<file path="src/rtl/memu_pkg.sv">
// memu_pkg: shared load byte-mask constants and the decoded load kind.
// The `MEM_RE_* defines are shared with EX so both stages agree on mask encoding.
// No ports; imported by memu and memu_load_align.
`ifndef MEM_RE_DEFS
`define MEM_RE_DEFS
`define MEM_RE_W  4'b1111
`define MEM_RE_H0 4'b0011
`define MEM_RE_H1 4'b0110
`define MEM_RE_H2 4'b1100
`define MEM_RE_B0 4'b0001
`define MEM_RE_B1 4'b0010
`define MEM_RE_B2 4'b0100
`define MEM_RE_B3 4'b1000
`endif

package memu_pkg;

   localparam logic [3:0] MemReNone = 4'b0000;

   typedef enum logic [2:0] {
      LdPass,
      LdWord,
      LdHalf,
      LdByte,
      LdBad
   } ld_kind_e;

endpackage

</file>
<file path="src/rtl/memu_load_align.sv">
// memu_load_align: combinational load alignment (the load_align unit).
// Selects the word/halfword/byte lane named by mem_re from rdata and
// sign- or zero-extends it to XLEN; mask 0000 passes alu_res through and
// any unrecognised mask yields 0.
// Ports:
//   mem_re     in  4     load byte mask
//   mem_signal in  1     1 = sign-extend, 0 = zero-extend
//   rdata      in  XLEN  raw read data
//   alu_res    in  XLEN  non-load result
//   wdata      out XLEN  aligned / extended writeback data
module memu_load_align
   import memu_pkg::*;
#(
   parameter int unsigned XLEN = 32
) (
   input  logic [3:0]      mem_re,
   input  logic            mem_signal,
   input  logic [XLEN-1:0] rdata,
   input  logic [XLEN-1:0] alu_res,
   output logic [XLEN-1:0] wdata
);

   ld_kind_e   kind;
   logic [1:0] lane;
   logic [31:0] shifted;
   logic [15:0] half;
   logic [7:0]  byt;

   always_comb begin
      kind = LdBad;
      lane = 2'd0;
      case (mem_re)
         MemReNone:  kind = LdPass;
         `MEM_RE_W:  kind = LdWord;
         `MEM_RE_H0: begin kind = LdHalf; lane = 2'd0; end
         `MEM_RE_H1: begin kind = LdHalf; lane = 2'd1; end
         `MEM_RE_H2: begin kind = LdHalf; lane = 2'd2; end
         `MEM_RE_B0: begin kind = LdByte; lane = 2'd0; end
         `MEM_RE_B1: begin kind = LdByte; lane = 2'd1; end
         `MEM_RE_B2: begin kind = LdByte; lane = 2'd2; end
         `MEM_RE_B3: begin kind = LdByte; lane = 2'd3; end
         default:    kind = LdBad;
      endcase
   end

   assign shifted = rdata[31:0] >> {lane, 3'b000};
   assign half    = shifted[15:0];
   assign byt     = shifted[7:0];

   always_comb begin
      wdata = '0;
      case (kind)
         LdPass:  wdata = alu_res;
         LdWord:  wdata = mem_signal ? XLEN'($signed(rdata[31:0])) : XLEN'(rdata[31:0]);
         LdHalf:  wdata = mem_signal ? XLEN'($signed(half)) : XLEN'(half);
         LdByte:  wdata = mem_signal ? XLEN'($signed(byt)) : XLEN'(byt);
         default: wdata = '0;
      endcase
   end

endmodule

</file>
<file path="src/rtl/memu.sv">
// memu: MEM pipeline stage.
// Registers the EX packet behind a valid/ready handshake, captures the
// synchronous dsram read data in the first cycle after capture (holding it
// across WB stalls), aligns it through memu_load_align and presents the
// writeback packet to WB.
// Optional feature macro: MEMU_FWD_EN adds the ID bypass outputs
// mem_fwd_valid / mem_fwd_waddr / mem_fwd_wdata.
// Ports:
//   clk, rst (async, active-low)
//   ex_to_mem_*   EX packet in, o_mem_ready handshake out
//   dsram_rdata   read data, valid the cycle after the EX request
//   i_wb_ready    WB back-pressure
//   mem_to_wb_*   writeback packet out
//   memu_active   stage holds a valid instruction
module memu
   import memu_pkg::*;
#(
   parameter int unsigned XLEN = 32,
   parameter int unsigned REGW = 5
) (
   input  logic            clk,
   input  logic            rst,
   input  logic            ex_to_mem_valid,
   output logic            o_mem_ready,
   input  logic            ex_to_mem_mem_signal,
   input  logic [3:0]      ex_to_mem_mem_re,
   input  logic [XLEN-1:0] ex_to_mem_alu_res,
   input  logic [REGW-1:0] ex_to_mem_rf_waddr,
   input  logic            ex_to_mem_rf_we,
   input  logic [XLEN-1:0] ex_to_mem_pc,
   input  logic [31:0]     ex_to_mem_inst,
   input  logic [XLEN-1:0] dsram_rdata,
   input  logic            i_wb_ready,
   output logic            mem_to_wb_valid,
   output logic [XLEN-1:0] mem_to_wb_rf_wdata,
   output logic [REGW-1:0] mem_to_wb_rf_waddr,
   output logic            mem_to_wb_rf_we,
   output logic [XLEN-1:0] mem_to_wb_pc,
   output logic [31:0]     mem_to_wb_inst,
`ifdef MEMU_FWD_EN
   output logic            mem_fwd_valid,
   output logic [REGW-1:0] mem_fwd_waddr,
   output logic [XLEN-1:0] mem_fwd_wdata,
`endif
   output logic            memu_active
);

   logic            mem_valid;
   logic            first;
   logic            hold_vld;
   logic [XLEN-1:0] rdata_hold;
   logic            mem_signal;
   logic [3:0]      mem_re;
   logic [XLEN-1:0] alu_res;
   logic [REGW-1:0] rf_waddr;
   logic            rf_we;
   logic [XLEN-1:0] pc;
   logic [31:0]     inst;
   logic [XLEN-1:0] rdata_src;
   logic [XLEN-1:0] rf_wdata;
   logic            capture;

   assign o_mem_ready = !mem_valid | i_wb_ready;
   assign capture     = ex_to_mem_valid & o_mem_ready;

   always_ff @(posedge clk or negedge rst) begin
      if (!rst) begin
         mem_valid  <= 1'b0;
         first      <= 1'b0;
         hold_vld   <= 1'b0;
         rdata_hold <= '0;
         mem_signal <= 1'b0;
         mem_re     <= '0;
         alu_res    <= '0;
         rf_waddr   <= '0;
         rf_we      <= 1'b0;
         pc         <= '0;
         inst       <= '0;
      end else begin
         if (capture) begin
            mem_valid  <= 1'b1;
            first      <= 1'b1;
            hold_vld   <= 1'b0;
            mem_signal <= ex_to_mem_mem_signal;
            mem_re     <= ex_to_mem_mem_re;
            alu_res    <= ex_to_mem_alu_res;
            rf_waddr   <= ex_to_mem_rf_waddr;
            rf_we      <= ex_to_mem_rf_we;
            pc         <= ex_to_mem_pc;
            inst       <= ex_to_mem_inst;
         end else begin
            if (i_wb_ready) begin
               mem_valid <= 1'b0;
            end
            // The dsram only drives valid data for one cycle; keep a copy for stalls.
            if (first) begin
               rdata_hold <= dsram_rdata;
               first      <= 1'b0;
               hold_vld   <= 1'b1;
            end
         end
      end
   end

   always_comb begin
      rdata_src = '0;
      if (first) begin
         rdata_src = dsram_rdata;
      end else if (hold_vld) begin
         rdata_src = rdata_hold;
      end
   end

   memu_load_align #(
      .XLEN (XLEN)
   ) u_load_align (
      .mem_re     (mem_re),
      .mem_signal (mem_signal),
      .rdata      (rdata_src),
      .alu_res    (alu_res),
      .wdata      (rf_wdata)
   );

   assign mem_to_wb_valid    = mem_valid;
   assign mem_to_wb_rf_wdata = rf_wdata;
   assign mem_to_wb_rf_waddr = rf_waddr;
   assign mem_to_wb_rf_we    = mem_valid & rf_we;
   assign mem_to_wb_pc       = pc;
   assign mem_to_wb_inst     = inst;
   assign memu_active        = mem_valid;

`ifdef MEMU_FWD_EN
   assign mem_fwd_valid = mem_valid & rf_we & (rf_waddr != '0);
   assign mem_fwd_waddr = rf_waddr;
   assign mem_fwd_wdata = rf_wdata;
`endif

endmodule
</file>
<file path="config.mk">
export PLATFORM = sky130hd
export DESIGN_NAME = memu
export DESIGN_NICKNAME = d
export VERILOG_FILES = /design/src/rtl/memu_pkg.sv /design/src/rtl/memu_load_align.sv /design/src/rtl/memu.sv
export SDC_FILE = /design/constraint.sdc
export NUM_CORES = 1
export LEC_CHECK = 0
export ABC_AREA = 0
export CAP_MARGIN = 0
export CELL_PAD_IN_SITES_DETAIL_PLACEMENT = 1
export CELL_PAD_IN_SITES_GLOBAL_PLACEMENT = 2
export CORE_MARGIN = 2
export CORE_UTILIZATION = 28
export CTS_BUF_LIST = sky130_fd_sc_hd__clkbuf_16
export DETAILED_ROUTE_END_ITERATION = 10
export PLACE_DENSITY = 0.83
export SYNTH_ARGS = -nofsm -noshare
export SYNTH_HDL_FRONTEND = slang
export SYNTH_SLANG_ARGS = --single-unit
</file>
<file path="constraint.sdc">
create_clock -name clk -period 2.77 [get_ports clk]
set_clock_uncertainty 0.05 [all_clocks]
set_input_delay 0.4155 -clock clk [delete_from_list [all_inputs] [get_ports clk]]
set_output_delay 0.4155 -clock clk [all_outputs]
set_load 0.05 [all_outputs]
</file>
==> run summary, run 1 <==
gr ovfl total = 0
I/O Buffers = 247
Cells after Synth = 515
Worst-Margin Slew = 869.7 ps
die area = 25200 µm²
Vias/cell = 4.953
failing checks = setup timing
clk buf depth = 2
row count = 56
Final GP Congestion = 0.8297
Hold Vio Cnt, Final = 0
H-tree Lvls = 4
commonest cells after routing, fill and taps aside = clkdlybuf4s50_1, mux2_1, dfrtp_1, buf_4, nand2_1
Nets = 975
post-synthesis sequential area ratio = 52.99%
final wirelength = 25850 µm
Crit path max-delay family = compound AO/OA/AOI/OAI gates
P_int = 5.066 mW
Ys Warns = 0
Clk pin slew, worst setup/hold paths = 70 ps
DR pass1 iterations = 4
sequential share of power = 32.0%
global-route wire length before repair = 38990 µm
Inst Count DP = 1091
final setup fails = 32
Post-synth top flop = dfrtp_1
relative slew slack = 41.91%
sw frac = 37.84%
final worst slack = -442.1 ps
slowest library cell on the worst path = a2111oi_2
Core ar. = 23470 µm²
placed cell area = 9891 µm²
I/O pin count = 248
antenna violations before repair = 4
DRC errors left = 0
Finished Layout Cells = 1166
Synth Net Count = 658
FMAX = 311.3 MHz
share of cells above drive strength 1 = 27.69%
CP Launch Type = flop
status = finished with violations
Total GRT Usage = 20.07%
Final period util = 116.0%
Buf+Inv Stages, Crit Path = 2
critical path class = flop to output port
Die Width = 158.8 µm
PwrDens = 707.7 nW/µm²
Post-Syn Area = 6705 µm²
unique cell type count in the Yosys netlist = 45
CTS tree = built
Lkg Pwr = 4.688 nW
Worst-Skew Late Latency = 420 ps
Routed Antenna Nets = 0
WL/cell = 22.17 µm
Avg Inst Size Synth = 13.02 µm²
1st-iter DRT viols = 218
WP data arrival = 2750 ps
Worst Setup End Kind = output port
Hold Path Class = input pin to async pin
Clk network pwr share = 28.7%
hpwl dp = 17660 µm
clk sinks = 142
Worst EP required = 2300 ps
number of synthesized flops with an enable pin = 0
Core Util, Final = 49.06%
DR vias = 5775
Gate power share = 39.3%
Worst Path Max Fanout = 6
Max Cap Violations = 0
CP max stage delay = 750 ps
vias in the first global route = 6532
WHS = 378.5 ps
Starting Density = 28.57%
CTS root buf = clkbuf_16
fin. max-slew vios = 0
P_sw = 3.084 mW
critical path, cell by cell = or2_4 > buf_4 > o2bb2a_4 > a2111oi_2 > a2111oi_1 > nand2_2 > buf_8
Layout area overhead = 71.75%
Final Instance Area = 11520 µm²
ys async rst share = 100.0%
RSZ-0062 raised after global routing = true
leading cell type in the layout, fill and taps excluded = clkdlybuf4s50_1
largest net degree at the start of global routing = 74
Overall Power = 8.149 mW
Die Span Y = 158.8 µm
Max IR drop VDD = 0.3000 mV
register bit total from synthesis = 142
min Tclk post-route = 3212 ps
number of CTS-inserted buffers = 17
## cell usage after synthesis, types with 5 or more instances
cell type / count / area [µm²]
a2111oi_2: 11 / 165.2
dfrtp_1: 142 / 3553
o211ai_1: 7 / 52.55
mux2_1: 138 / 1554
a22oi_1: 31 / 232.7
buf_2: 11 / 55.05
o221ai_1: 7 / 61.31
clkbuf_1: 15 / 56.30
o22ai_1: 7 / 43.79
buf_1: 13 / 48.80
a2111oi_0: 5 / 43.79
nor2_1: 19 / 71.32
nand2_1: 44 / 165.2
mux4_2: 6 / 135.1
a21oi_1: 9 / 45.04
## cell families (layout without fill, tap and decap cells)
group                     count (synthesis)  in the layout  synth area share [%]
other                                     0              2                     0
muxes                                   148            148                 25.79
DFF                                     142            142                 52.99
xor gates and xnor gates                  1              1                0.1306
and+or+nand+nor                          86             86                 5.859
AOI/OAI and AO/OA                        93             94                 12.00
buffers and inverters                    45            374                 3.228
## registers in the layout, indices dropped and copies added, names as in the netlist
register and flops:
mem_to_wb_rf_waddr 5, alu_res 32, mem_to_wb_valid 1, hold_vld 1
rdata_hold 32, mem_to_wb_inst 32, mem_to_wb_pc 32, mem_re 4
rf_we 1, first 1, mem_signal 1
## path summary, 6_finish.rpt
check | end | depth (start not counted) | start | slack (ps)
worst min-delay path | mem_to_wb_inst[22] | 2 | rst | 380
worst min register to register | mem_to_wb_pc[12] | 1 | mem_to_wb_pc[12] | 440
min in group clk | mem_to_wb_pc[12] | 1 | mem_to_wb_pc[12] | 440
worst max register to register | rdata_hold[25] | 6 | first | 820
max in group asynchronous | first | 3 | rst | 1450
worst max-delay path | mem_to_wb_rf_wdata[22] | 7 | mem_re[3] | -440
## per-stage QoR
step / worst slack, ps / setup TNS [ps]
after global placement: -265.1 / -3500
after CTS: -340.8 / -7873
final: -442.1 / -9544
after global routing: -552.3 / -12620
after detailed placement: -435.2 / -5565
after floorplan: 10.40 / 0
## timing repair
action | in CTS | in global routing
buffers inserted | 26 | 17
gates resized for setup | 80 | 56
endpoints found under the hold margin | 34 | 0
pin swaps | 13 | 16
endpoints found under the setup margin | 32 | 32
cloned | 4 | 2
hold buffers | 1 | 0
## per-layer routing
layer | vias to the layer above | global-route usage (%) | wire (µm)
met4 | 4 | 6.380 | 563
met5 | - | 0 | 24
met1 | 2957 | 23.06 | 9946
li1 | 2553 | - | -
met2 | 217 | 34.42 | 13300
met3 | 44 | 7.680 | 2013
## power groups by stage
| stage | Clock [mW] | Combinational, mW | Sequential (mW) |
|---|---|---|---|
| final | 2.34 | 3.20 | 2.61 |
| after CTS | 2.41 | 3.05 | 2.60 |
| after global routing | 2.49 | 3.35 | 2.65 |
| after floorplan | 0 | 1.10 | 3.10 |
| after global placement | 0 | 2.74 | 2.60 |
| after detailed placement | 0 | 2.79 | 2.63 |
## layout make-up
type	count	area (µm²)
inverters	1	3.754
repair buffers	341	3525
fillers	2362	11960
clock buffers	17	425.4
diodes	2	5.005
clock inverters	15	167.7
multi-input cells	329	3432
well taps	319	399.1
flip-flops and latches	142	3558
Note: power is estimated with default switching activity, not from simulation.
==> run 2: changes to the inputs <==
--- a/config.mk
+++ b/config.mk
@@ -13,6 +13,7 @@
 export CORE_UTILIZATION = 28
 export CTS_BUF_LIST = sky130_fd_sc_hd__clkbuf_16
 export DETAILED_ROUTE_END_ITERATION = 10
+export GPL_TIMING_DRIVEN = 0
 export PLACE_DENSITY = 0.83
 export SYNTH_ARGS = -nofsm -noshare
 export SYNTH_HDL_FRONTEND = slang
==> run 2 against run 1 <==
Net effect: the flow still finishes with violations (setup timing); via count is 2.3% lower; non-clock buffer count is 5 lower; first-iteration DRC count is 15% higher; sequential share of layout area is 0.56 points higher; cell count is 0.69% lower; setup slack better by 16 ps; clock power is 2% lower; routed wire length is 6.2% lower; largest power group unchanged; critical path type unchanged.
==> run summary, run 2 (same netlist as run 1, synthesis figures left out) <==
status = finished with violations
failing checks = setup timing
pre-CTS setup slack = -1261 ps
Layout area overhead = 68.52%
FMAX = 312.9 MHz
CP Launch Type = flop
I/O pin count = 248
Clk pin slew, worst setup/hold paths = 60 ps
Die Span Y = 158.8 µm
H-tree Lvls = 4
WP data arrival = 2730 ps
final wirelength = 24240 µm
Worst EP required = 2300 ps
hpwl dp = 17360 µm
clk buf depth = 2
Starting Density = 28.57%
Hold Path Class = flop to flop
critical path, cell by cell = buf_6 > o21ai_4 > or3b_4 > a2111oi_4 > o211ai_4 > buf_12 > buf_8 > o211ai_1 > buf_4
number of CTS-inserted buffers = 17
1st-iter DRT viols = 251
Max IR drop VDD = 0.3840 mV
Worst Path Max Fanout = 6
Overall Power = 7.918 mW
Nets = 969
share of cells above drive strength 1 = 25.86%
slowest library cell on the worst path = or3b_4
clk sinks = 142
P_int = 4.924 mW
# diodes = 0
final worst slack = -426.0 ps
final setup fails = 31
sequential share of power = 32.8%
relative slew slack = 47.94%
DR vias = 5644
Max Cap Violations = 0
antenna violations before repair = 2
Gate power share = 38.3%
CTS tree = built
Worst-Skew Late Latency = 420 ps
row count = 56
global-route wire length before repair = 37850 µm
register area = 3555 µm²
min Tclk post-route = 3196 ps
Fill cells = 2416
Lkg Pwr = 4.593 nW
critical path class = flop to output port
Die Width = 158.8 µm
I/O Buffers = 247
Clk network pwr share = 29.0%
Total GRT Usage = 19.46%
sw frac = 37.81%
Core ar. = 23470 µm²
RSZ-0062 raised after global routing = true
CP max stage delay = 430 ps
Worst-Margin Slew = 780.9 ps
Final period util = 115.4%
Hold Vio Cnt, Final = 0
Worst Setup End Kind = output port
PwrDens = 700.7 nW/µm²
gr ovfl total = 0
P_sw = 2.994 mW
Vias/cell = 4.874
CTS root buf = clkbuf_16
commonest cells after routing, fill and taps aside = clkdlybuf4s50_1, dfrtp_1, mux2_1, buf_4, buf_6
vias in the first global route = 6343
DRC errors left = 0
fin. max-slew vios = 0
Final GP Congestion = 0.8061
die area = 25200 µm²
multi-input logic area = 3458 µm²
Routed Antenna Nets = 0
WL/cell = 20.93 µm
DR pass1 iterations = 4
largest net degree at the start of global routing = 85
leading cell type in the layout, fill and taps excluded = clkdlybuf4s50_1
WHS = 433.7 ps
run 2: changes by cell type in the layout (fill, tap and decap cells not counted), sizes merged:
cell / delta
buf: -18
inv: -3
clkbuf: +13
diode: -2
clkinv: +4
clkinvlp: -1
a2111oi: -1
run 2: timing repair:
| action | 4_1_cts | 5_1_grt |
|---|---|---|
| hold buffers | 1 | 0 |
| gates cloned | 5 | 0 |
| hold endpoints to repair | 58 | 0 |
| gates resized for setup | 304 | 68 |
| pin swaps | 20 | 18 |
| setup buffers | 30 | 12 |
| endpoints found under the setup margin | 32 | 32 |
run 2: critical path, delay by kind of cell (launching register included):
| family | cells | cell delay [ps] |
|---|---|---|
| and+or+nand+nor | 1 | 430 |
| buffers and inverters | 4 | 670 |
| AOI/OAI and AO/OA | 4 | 800 |
| DFF | 1 | 390 |
run 2: path summary, 6_finish.rpt:
kind	from	slack (ps)	cells after the start	to
setup reg to reg	mem_to_wb_valid	230	5	alu_res[9]
hold / removal	alu_res[6]	430	1	alu_res[6]
max in group asynchronous	rst	1370	3	rdata_hold[6]
min in group asynchronous	rst	460	2	mem_to_wb_inst[25]
setup / recovery	mem_re[3]	-430	9	mem_to_wb_rf_wdata[10]
hold reg to reg	alu_res[6]	430	1	alu_res[6]
run 2: power groups by stage:
stage          logic, mW  clock network (mW)  registers [mW]
2_1_floorplan       1.10                   0            3.10
6_report            3.03                2.29            2.59
3_5_place_dp        2.67                   0            2.61
5_1_grt             3.18                2.44            2.63
4_1_cts             2.91                2.35            2.58
3_3_place_gp        2.64                   0            2.59
run 2: metrics by stage:
step,cell area (µm²),TNS (ps),std cells,util (%)
floorplan,6749,0,515,-
global placement,9620,-756450,1081,40.99
detailed placement,9649,-49270,1082,41.11
CTS,10910,-9945,1149,46.47
global route,11300,-12720,1158,48.14
finish,11300,-9811,1158,48.14
run 2: area by class of cell:
| type | instances | share of cell area (%) |
|---|---|---|
| flip-flops and latches | 142 | 31.46 |
| multi-input cells | 328 | 30.61 |
| repair buffers | 295 | 26.58 |
| clock buffers | 17 | 3.765 |
| well taps | 319 | 3.532 |
| plain buffers | 41 | 2.658 |
| clock inverters | 15 | 1.373 |
| inverters | 1 | 0.03322 |
run 2: per-layer routing:
metal	wire, µm	part of all wire [%]	GRT usage, %
met5	16	0.066	0
met4	374	1.5	5.338
met3	1888	7.8	6.818
met2	12180	50	33.17
met1	9783	40	23.27
